File: src/rtl/mul_div_unit.sv
// Iterative 32-step multiply/divide unit holding the HI/LO registers.
// Define MDU_DIV_EN to build the divider datapath and enable DIVU/DIV.
module mul_div_unit (
    input  logic        clk,
    input  logic        rstn,
    input  logic [31:0] A,
    input  logic [31:0] B,
    input  logic [2:0]  MDUOp,
    input  logic        start,
    input  logic        cancel,
    output logic        busy,
    output logic        done,
    output logic [31:0] HI,
    output logic [31:0] LO
);
    localparam logic [2:0] OP_MULTU = 3'd0;
    localparam logic [2:0] OP_MULT  = 3'd1;
    localparam logic [2:0] OP_DIVU  = 3'd2;
    localparam logic [2:0] OP_DIV   = 3'd3;
    localparam logic [2:0] OP_MTHI  = 3'd4;
    localparam logic [2:0] OP_MTLO  = 3'd5;

    typedef enum logic {
        S_IDLE,
        S_RUN
    } state_t;

    state_t      state;
    state_t      state_nx;
    logic [4:0]  cnt;
    logic [31:0] acc_hi;
    logic [31:0] acc_lo;
    logic [31:0] opd;
    logic        neg_main;
    logic        accept;
    logic        go_mul;
    logic        go_div;
    logic        op_signed;
    logic [31:0] abs_a;
    logic [31:0] abs_b;
    logic        last;
    logic [32:0] mul_sum;
    logic [31:0] step_hi;
    logic [31:0] step_lo;
    logic [63:0] prod;
    logic [31:0] res_hi;
    logic [31:0] res_lo;
`ifdef MDU_DIV_EN
    logic        is_div;
    logic        neg_rem;
    logic [32:0] div_rem;
    logic        div_ge;
    logic [31:0] div_dif;
`endif

    assign busy   = (state == S_RUN);
    assign accept = start & ~busy & ~cancel;
    assign last   = (cnt == 5'd31);

    // Decode the request and form operand magnitudes for signed ops.
    always_comb begin
        op_signed = MDUOp[0];
        go_mul    = accept & ((MDUOp == OP_MULTU) | (MDUOp == OP_MULT));
`ifdef MDU_DIV_EN
        go_div    = accept & ((MDUOp == OP_DIVU) | (MDUOp == OP_DIV));
`else
        go_div    = 1'b0;
`endif
        abs_a = (op_signed & A[31]) ? (32'd0 - A) : A;
        abs_b = (op_signed & B[31]) ? (32'd0 - B) : B;
    end

    // One iteration step plus the sign fix-up applied on the last step.
    always_comb begin
        mul_sum = {1'b0, acc_hi} + (acc_lo[0] ? {1'b0, opd} : 33'd0);
        step_hi = mul_sum[32:1];
        step_lo = {mul_sum[0], acc_lo[31:1]};
        prod    = {step_hi, step_lo};
        if (neg_main) begin
            prod = 64'd0 - prod;
        end
        res_hi = prod[63:32];
        res_lo = prod[31:0];
`ifdef MDU_DIV_EN
        div_rem = {acc_hi, acc_lo[31]};
        div_ge  = (div_rem >= {1'b0, opd});
        div_dif = div_rem[31:0] - opd;
        if (is_div) begin
            step_hi = div_ge ? div_dif : div_rem[31:0];
            step_lo = {acc_lo[30:0], div_ge};
            res_hi  = neg_rem ? (32'd0 - step_hi) : step_hi;
            res_lo  = neg_main ? (32'd0 - step_lo) : step_lo;
        end
`endif
    end

    // Control state register.
    always_ff @(posedge clk or negedge rstn) begin
        if (!rstn) begin
            state <= S_IDLE;
        end else begin
            state <= state_nx;
        end
    end

    // Next-state: run for 32 steps, flush on cancel.
    always_comb begin
        state_nx = state;
        unique case (state)
            S_IDLE: begin
                if (go_mul | go_div) begin
                    state_nx = S_RUN;
                end
            end
            S_RUN: begin
                if (cancel | last) begin
                    state_nx = S_IDLE;
                end
            end
            default: state_nx = S_IDLE;
        endcase
    end

    // Operand latch, iteration registers, HI/LO and done pulse.
    always_ff @(posedge clk or negedge rstn) begin
        if (!rstn) begin
            cnt      <= 5'd0;
            acc_hi   <= 32'd0;
            acc_lo   <= 32'd0;
            opd      <= 32'd0;
            neg_main <= 1'b0;
            HI       <= 32'd0;
            LO       <= 32'd0;
            done     <= 1'b0;
`ifdef MDU_DIV_EN
            is_div   <= 1'b0;
            neg_rem  <= 1'b0;
`endif
        end else begin
            done <= 1'b0;
            if (cancel) begin
                cnt <= 5'd0;
            end else if (busy) begin
                acc_hi <= step_hi;
                acc_lo <= step_lo;
                cnt    <= cnt + 5'd1;
                if (last) begin
                    HI   <= res_hi;
                    LO   <= res_lo;
                    done <= 1'b1;
                end
            end else if (go_mul) begin
                cnt      <= 5'd0;
                acc_hi   <= 32'd0;
                acc_lo   <= abs_b;
                opd      <= abs_a;
                neg_main <= op_signed & (A[31] ^ B[31]);
`ifdef MDU_DIV_EN
                is_div   <= 1'b0;
                neg_rem  <= 1'b0;
            end else if (go_div) begin
                cnt      <= 5'd0;
                acc_hi   <= 32'd0;
                acc_lo   <= abs_a;
                opd      <= abs_b;
                is_div   <= 1'b1;
                neg_main <= op_signed & (A[31] ^ B[31]) & (B != 32'd0);
                neg_rem  <= op_signed & A[31];
`endif
            end else if (accept && MDUOp == OP_MTHI) begin
                HI <= A;
            end else if (accept && MDUOp == OP_MTLO) begin
                LO <= A;
            end
        end
    end
endmodule

File: config.mk
export PLATFORM = sky130hd
export DESIGN_NAME = mul_div_unit
export DESIGN_NICKNAME = d
export VERILOG_FILES = /design/src/rtl/mul_div_unit.sv
export SDC_FILE = /design/constraint.sdc
export NUM_CORES = 1
export LEC_CHECK = 0
export ABC_AREA = 1
export ABC_CLOCK_PERIOD_IN_PS = 2950
export BUFFER_PORTS_ARGS = -buffer_cell sky130_fd_sc_hd__buf_2
export CORE_UTILIZATION = 50
export DETAILED_ROUTE_END_ITERATION = 10
export PLACE_DENSITY_LB_ADDON = 0.1
export SYNTH_ARGS = -nofsm -noshare
export SYNTH_HDL_FRONTEND = slang
export SYNTH_SLANG_ARGS = --single-unit
File: constraint.sdc
create_clock -name clk -period 2.95 [get_ports clk]
set_clock_uncertainty 0.05 [all_clocks]
set_input_delay 0.59 -clock clk [delete_from_list [all_inputs] [get_ports clk]]
set_output_delay 0.59 -clock clk [all_outputs]
set_load 0.05 [all_outputs]
=== Yosys cells after proc, flatten, opt, wreduce, memory -nomap -nowiden ===
Index checks and enable logic that the tools add are counted.

* Flip-flop bits (word level): 168
* Bits of input ports: 71
* Output and inout port bits: 66
* Word-level logic and storage cells: 69

* Add/sub/neg operators: 5
* Equal/unequal tests: 7
* Multiplexer cells: 26
* Bitwise gates (word level): 11
* Reductions and logical operators: 11

{| class="wikitable"
|+ Operators by type and width
! operator !! number
|-
| $mux 32 || 16
|-
| $mux 64 || 1
|-
| $sub 1x32->32 const A || 2
|-
| $sub 1x64->64 const A || 1
|-
| $add 32x32->33 || 1
|-
| $mux 5 || 3
|-
| $and 1x1->1 || 6
|-
| $eq 3x3->1 const B || 2
|-
| $reduce_bool 2->1 || 3
|-
| $add 5x1->5 const B || 1
|-
| $eq 5x5->1 const B || 1
|-
| $mux 1 || 5
|-
| $reduce_and 5->1 || 1
|-
| $ne 2x2->1 const B || 2
|-
| $reduce_and 4->1 || 1
|-
| $eq 3x1->1 const B || 1
|-
| $logic_not 3->1 || 1
|-
| $reduce_and 3->1 || 1
|-
| $reduce_bool 3->1 || 1
|-
| $logic_and 1x1->1 || 2
|-
| $ne 2x1->1 const B || 1
|-
| $not 1->1 || 2
|-
| $or 1x1->1 || 2
|-
| $pmux 1 s2 || 1
|-
| 2 further kinds || 2
|}

=== Depth between registers and ports, before layout ===
Gate-level depths: netlist (run 1).

* Depth in word-level cells: 8
* Gate-level depth with buffers: 26
* Depth with buffers taken out: 23

=== Least setup slack after synthesis (run 1) ===
No wires, ideal clock.

* Kind: register to register
* From: register acc_lo[0]
* To: register HI[29]
* Library setup time: 0.121 ns
* Arrival time: 2.882 ns
* Required time: 2.779 ns
* Slack: -0.103 ns
* Stages on the path, launching flop included: 23
* Path buffers: 2
* Clock period less this slack: 3.053 ns
* Cells stage by stage: dfrtp_1 > clkbuf_1 > clkbuf_1 > nand2_1 > inv_1 > ha_1 > fa_1 > inv_1 > nand2_1 > nor2_1 > nand3_1 > nor2_1 > nand2_2 > inv_2 > nand3_2 > nor2_2 > nand2_1 > nor2_1 > nand3_1 > nand2_1 > nand2_1 > nand3_1 > a21oi_1

* Cells in the longest elaborated chain, start to end: 6

{| class="wikitable"
|+ Ends and longest elaborated chain
! what !! RTL line !! text
|-
| start, declared || 32 || <nowiki>logic [31:0] acc_lo;</nowiki>
|-
| start signal, assigned || 145 || <nowiki>acc_lo <= step_lo;</nowiki>
|-
| start signal, assigned || 155 || <nowiki>acc_lo <= abs_b;</nowiki>
|-
| $mux 32 * || 75 || <nowiki>mul_sum = {1'b0, acc_hi} + (acc_lo[0] ? {1'b0, opd} : 33'd0);</nowiki>
|-
| $add 32x32->33 * || 75 ||
|-
| $sub 1x64->64 || 80 || <nowiki>prod = 64'd0 - prod;</nowiki>
|-
| $mux 64 * || 79 || <nowiki>if (neg_main) begin</nowiki>
|-
| $mux 32 * || 147 || <nowiki>if (last) begin</nowiki>
|-
| $mux 32 * || 143 || <nowiki>end else if (busy) begin</nowiki>
|-
| end signal, assigned || 148 || <nowiki>HI <= res_hi;</nowiki>
|-
| end, declared || 13 || <nowiki>output logic [31:0] HI,</nowiki>
|}

Every way passes the cells marked *; elsewhere a longest branch is shown, timed or not. The select of a mux whose other input is x is not followed.
A chain may end at the register's enable or synchronous reset.

=== Worst setup path in the final report (run 1) ===
* From: register acc_lo[0]
* To: register HI[31]

The elaborated chain is that of the path after synthesis.

==> results of run 1 <==
[synth_stat cells, types with 14 or more instances]
library cell,count,area share (%)
nand2_1,603,17
inv_1,272,7.7
nor2_1,207,5.8
o21ai_0,175,6.6
dfrtp_1,168,32
nand3_1,116,4.4
a21oi_1,70,2.6
xor2_1,55,3.6
nand2_2,48,2.3
clkbuf_1,46,1.3
ha_1,37,3.5
nand4_1,33,1.5
nor3_1,25,0.94
a31oi_1,24,1.1
xnor2_1,14,0.92
[sequential cells by signal (all words and copies together) (netlist names)]
| name | cells |
|---|---|
| cnt | 5 |
| opd | 32 |
| HI | 32 |
| acc_hi | 32 |
| done | 1 |
| LO | 32 |
| neg_main | 1 |
| acc_lo | 32 |
| busy | 1 |
[area by class of cell]
type / instances / share of cell area, %
clock inverters: 15 / 0.8760
repair buffers: 340 / 13.16
clock buffers: 17 / 2.461
inverters: 286 / 6.219
flip-flops and latches: 168 / 24.33
multi-input cells: 1539 / 50.52
well taps: 335 / 2.425
[routing by layer]
| metal | track usage [%] | wire length [microns] |
|---|---|---|
| met2 | 56.75 | 21830 |
| met3 | 3.571 | 3309 |
| met5 | 0 | 0 |
| met4 | 15.45 | 1887 |
| met1 | 46.94 | 20010 |
[logic make-up after synthesis]
logic type / after synthesis / synth area share (%)
simple gates: 1101 / 36.16
compound gates: 330 / 13.88
buf+inv: 352 / 10.15
xor+xnor: 70 / 4.655
fa+ha+maj: 38 / 3.622
flops: 168 / 31.53
[repair_timing]
item,CTS,global route
setup endpoints to repair,25,30
buffers inserted,17,16
resized for setup,97,131
hold buffers,0,0
pin swaps,39,72
[critical path, cell delays in order (launching register included)]
cell,delay (ns)
dfrtp_1,0.41
buf_6,0.14
buf_12,0.14
nand2_2,0.06
inv_2,0.05
ha_4,0.26
buf_4,0.14
nand3_4,0.08
nand2_4,0.08
nand2_4,0.09
nand3b_1,0.17
nand2_2,0.18
nand2_2,0.09
nor3_4,0.23
nand2_2,0.11
nor2_4,0.16
nand3_2,0.11
nand2_2,0.10
nand2_2,0.06
nand2_2,0.07
nand3_2,0.08
a21oi_2,0.13
[final timing paths]
kind,cells after the start,start,end
hold / removal,1,rstn,LO[4]
setup reg to reg,21,acc_lo[0],HI[31]
min in group clk,2,cancel,busy
hold reg to reg,2,LO[1],LO[1]
setup / recovery,21,acc_lo[0],HI[31]
max in group asynchronous,2,rstn,opd[15]
[through the flow]
step / hold slack [ns] / area (sq um) / TNS (ns) / cells
global route: 0.08291 / 17280 / -3.449 / 2700
global placement: 0.4057 / 15490 / -1.749 / 2636
CTS: 0.06902 / 16700 / -0.1642 / 2684
floorplan: 0.2444 / 13340 / 0 / 2059
finish: 0.04410 / 17280 / -0.8104 / 2700
detailed placement: 0.4158 / 15490 / -2.798 / 2636
[power by group]
| part | total [uW] | switching, uW | internal [uW] |
|---|---|---|---|
| logic | 9770 | 5940 | 3830 |
| registers | 3570 | 591 | 2980 |
| clock network | 2300 | 1170 | 1130 |
| total | 15600 | 7700 | 7940 |
==> impl_results.md, run 1 <==
* Status: complete, but fails checks
* Failing checks: setup timing
* PD cells at slightly above 900 nW/um^2
* Worst Slack Setup Final at -0.1128 ns
* HP Class: in -> async
* Final Hold Vio Count at 0
* Top Ports at between 100 and 150
* Sequential Area at 4205 sq um
* Worst Max-Slew Pin Slew at ~1.0 ns
* RSZ-0062 raised after global routing: yes
* Per-cell routed wire length at ~17 microns
* Leak Pwr at approximately 0.0089 uW
* Post-synthesis cell area at roughly 13000 sq um
* Crit path max fanout at 12
* Max Cap Viol at 0
* Die W at 165.3 microns
* Routed Antenna Nets at 0
* Routed vias at 14786
* Critical path type: reg -> reg
* Area of the core at ~26000 sq um
* F_max at approximately 330 MHz
* Fillcell total at approximately 2300
* PortBufs at around 140
* Overflow after GRT at 0
* Fin nets at 2461
* Critical Path RT at approximately 3.3 ns
* CP Capture Type: flop
* Final Setup Violations at 14
* Largest net degree at the start of global routing at 65
* WP data arrival at approximately 3.4 ns
* Final Util at 66.14%
* Die area at roughly 27000 sq um
* Post-synth cell types at 53
* Starting DRC count in detailed routing at around 1200
* Fin crit period at ~3.1 ns
* Final period util at 103.8%
* First-pass iteration count of the detailed router at 6
* Max H-tree Level at 4
* R2R Setup Slk at -0.11 ns
* Design Power at about 16000 uW
* Initial core utilization at between 50% and 60%
* TritonCTS Sinks at roughly 170
* Routability cong. at between 0.9 and 1
* Routed wire length at 47040 microns
* Global-route wire length before repair at 73060 microns
* Clk Latency, worst-skew pair at around 0.45 ns
* Highest-count cells in the layout ignoring fill and taps: nand2_1 (526), inv_1 (263), buf_4 (196)
* CTS clk-pin slew, worst paths at roughly 0.08 ns
* HPWL reported at the end of detailed placement at 35610 microns
* Vias/cell at 5.476
* Slew Limit Fails at 0
* Vias in the first global route at between 10000 and 15000
* Antenna diode count at 0
* FF+latch count, synth at 168
* Row Count at slightly below 60
* Place WS at -0.2193 ns
* Total GRT Usage at a little over a third
* Cells after Synth at slightly above 2000
* Num CTS Buffers at 17
* Syn-to-layout area delta at 29.63%
* Clk root buf: clkbuf_16
* Multi-input combinational cell area at approximately 8700 sq um
* Startpoint Class: flop
* Sequential fraction of the synthesis area at between 30% and 40%
* Synth Warn # at 0
* VDD IR max at 0.0004881 V
* Top_reg_cell synth: dfrtp_1
* Syn nets at between 2000 and 2500
* EDFF count, synth at 0
* Remaining DRCs at 0
* Most common cell after layout, fill and taps aside: nand2_1
* Layout cells sized above 1 at between 20% and 30%
* Die Height at around 170 microns
* Syn Area/Cell at 6.475 sq um
* Antenna violations before repair at 0
* CTS tree: built
* Post-synthesis async set-or-reset flop share at between 90% and 100%
* Clk buf depth at 2
* Relative slew slack at 32.73%
Note: power is estimated with default switching activity, not from simulation.
==> inputs of run 2 (changes only) <==
--- a/config.mk
+++ b/config.mk
@@ -6,9 +6,9 @@
 export NUM_CORES = 1
 export LEC_CHECK = 0
 export ABC_AREA = 1
-export ABC_CLOCK_PERIOD_IN_PS = 2950
 export BUFFER_PORTS_ARGS = -buffer_cell sky130_fd_sc_hd__buf_2
-export CORE_UTILIZATION = 50
+export CORE_MARGIN = 5
+export CORE_UTILIZATION = 55
 export DETAILED_ROUTE_END_ITERATION = 10
 export PLACE_DENSITY_LB_ADDON = 0.1
 export SYNTH_ARGS = -nofsm -noshare
==> run 2 against run 1 <==
- the run still ends with setup timing left
- register-to-register slack got worse by 0.13 ns
- clock power rose by 2%
- combinational power rose by 2.1%
- cell count did not move
- die area rose by 0.48%
- worst hold slack improved by 0.048 ns
- critical path type unchanged
- total power rose by 1.8%
==> impl_results.md, run 2 (synthesized netlist as in run 1, its figures left out) <==
* Status: complete, but fails checks
* Failing checks: setup timing
* Per-cell routed wire length at approximately 18 microns
* Slowest-stage cell, CP: dfrtp_2
* Num CTS Buffers at 17
* CP Capture Type: flop
* Antenna diode count at 0
* R2R Setup Slk at -0.25 ns
* Top Ports at 137
* Worst Max-Slew Pin Slew at approximately 0.98 ns
* Worst Path Buf+Inv at 5
* Final Hold Vio Count at 0
* Antenna violations before repair at 0
* RSZ-0062 raised after global routing: yes
* R2R Path Start: acc_lo[0]
* Relative slew slack at 34.48%
* Clk buf depth at 2
* CTS tree: built
* Row Count at 57
* Vias/cell at around 5.6
* Fin nets at ~2500
* Clk root buf: clkbuf_16
* Setup tns final at -3.091 ns
* Die W at 165.7 microns
* Leak Pwr at between 0.009 and 0.01 uW
* Initial core utilization at 55.31%
* Final period util at 108.3%
* PD cells at around 900 nW/um^2
* Vias in the first global route at about 14000
* PortBufs at ~140
* Overflow after GRT at 0
* Die Height at 165.7 microns
* CP top delay family: simple AND/OR/NAND/NOR gates
* Routability cong. at 0.9867
* VDD IR max at 0.0004728 V
* Routed vias at around 15000
* Slew Limit Fails at 0
* Crit path max fanout at 8
* Critical path type: reg -> reg
* HPWL reported at the end of detailed placement at 36490 microns
* Fin crit period at roughly 3.2 ns
* Total GRT Usage at around 33%
* F_max at 312.9 MHz
* Final Setup Violations at 24
* Remaining DRCs at 0
* Crit-path most repeated cell: nand2_1
* # hold bufs at CTS at 0
* Final hold slack at ~0.092 ns
* Most common cell after layout, fill and taps aside: nand2_1
* Area of the core at approximately 24000 sq um
* Max H-tree Level at 4
* Clk Latency, worst-skew pair at 0.45 ns
* Largest stage delay, worst path at about 0.52 ns
* Startpoint Class: flop
* CTS clk-pin slew, worst paths at around 0.090 ns
* Largest net degree at the start of global routing at 67
* Global-route wire length before repair at about 74000 microns
* Max Cap Viol at 0
* Routed wire length at about 50000 microns
* Syn-to-layout area delta at 31.10%
* HP Class: in -> async
* Starting DRC count in detailed routing at between 1000 and 1500
* TritonCTS Sinks at approximately 170
* First-pass iteration count of the detailed router at 6
* Reg2reg end: HI[24]
* Routed Antenna Nets at 0
* CP startpoint: acc_lo[0]
* Highest-count cells in the layout ignoring fill and taps: nand2_1 (521), inv_1 (252), buf_4 (207)
* Die area at approximately 27000 sq um
* Worst path cell trace: buf_12 -> nand2_1 -> inv_1 -> ha_4 -> nand2_1 -> nand2_1 -> inv_1 -> buf_4 -> nand2_2 -> nand2_1 -> nand2_4 -> nand4_1 -> nor2_2 -> inv_2 -> nand2_4 -> nand3_4 -> nor2_4 -> nand2_1 -> nand2_1 -> nand3_2 -> a21oi_2
* WP data arrival at 3.52 ns
* Critical Path RT at 3.27 ns
* Layout cells sized above 1 at between 20% and 30%
* Worst Slack Setup Final at -0.2455 ns
* Worst-case reg-to-reg path depth at 21
[run 2: changes by cell type in the layout (fill, tap and decap cells not counted), moves of 2 or more]
| cell | delta |
|---|---|
| clkbuf_16 | +2 |
| inv_1 | -11 |
| buf_4 | +11 |
| nand2_1 | -5 |
| clkinv_8 | +3 |
| nand2_4 | +4 |
| nand3_1 | -2 |
| inv_2 | +11 |
| clkinv_4 | -2 |
| buf_6 | -2 |
[run 2: final cells by class]
| cell class | instances | area [sq um] |
|---|---|---|
| multi-input cells | 1539 | 8803 |
| clock inverters | 14 | 175.2 |
| well taps | 324 | 405.4 |
| repair buffers | 351 | 2385 |
| clock buffers | 18 | 429.2 |
| inverters | 286 | 1075 |
| flip-flops and latches | 168 | 4207 |
| fillers | 2066 | 6626 |
[run 2: stage by stage]
stage          instances  utilization, %  worst slack (ns)  power [uW]  instance area, sq um
2_1_floorplan       2059               -          0.004816        8380                 13340
3_3_place_gp        2632           64.42           -0.2046       11470                 15530
3_5_place_dp        2632           64.42           -0.2597       11590                 15530
4_1_cts             2668           68.07          -0.05825       14350                 16410
5_1_grt             2700           72.51           -0.3911       16780                 17480
6_report            2700           72.51           -0.2455       15930                 17480
[run 2: worst max path at each step]
stage / depth (start not counted) / slack [ns] / end
2_1_floorplan: 22 / 0.005 / HI[29]
3_3_place_gp: 21 / -0.20 / HI[31]
3_5_place_dp: 21 / -0.26 / HI[31]
4_1_cts: 19 / -0.06 / HI[24]
5_1_grt: 23 / -0.39 / HI[31]
6_report: 21 / -0.25 / HI[24]
[run 2: worst register-to-register path: stages, from the launching register on]
cell and delay, ns:
dfrtp_2 0.52, buf_12 0.20, nand2_1 0.06, inv_1 0.06
ha_4 0.30, nand2_1 0.06, nand2_1 0.10, inv_1 0.08
buf_4 0.14, nand2_2 0.10, nand2_1 0.13, nand2_4 0.13
nand4_1 0.12, nor2_2 0.22, inv_2 0.09, nand2_4 0.08
nand3_4 0.10, nor2_4 0.15, nand2_1 0.07, nand2_1 0.08
nand3_2 0.09, a21oi_2 0.18
[run 2: per-layer routing]
metal / track usage, % / vias up / wire length [microns]
met2: 54.26 / 704 / 23340
li1: - / 7198 / -
met4: 13.06 / 0 / 2455
met5: 0 / - / 0
met3: 5.052 / 135 / 3768
met1: 43.63 / 7163 / 19970
[run 2: timing repair]
item / 4_1_cts / 5_1_grt
gates cloned: 0 / 3
pin swaps: 7 / 83
resized for setup: 47 / 206
endpoints found under the setup margin: 19 / 30
setup buffers: 4 / 29
[run 2: where the power goes]
group / internal (uW) / switching, uW / leakage, uW
sequential: 2980 / 614 / 0.00209
clock: 1160 / 1190 / 0.000293
combinational: 3860 / 6120 / 0.00665
total: 8000 / 7930 / 0.00903
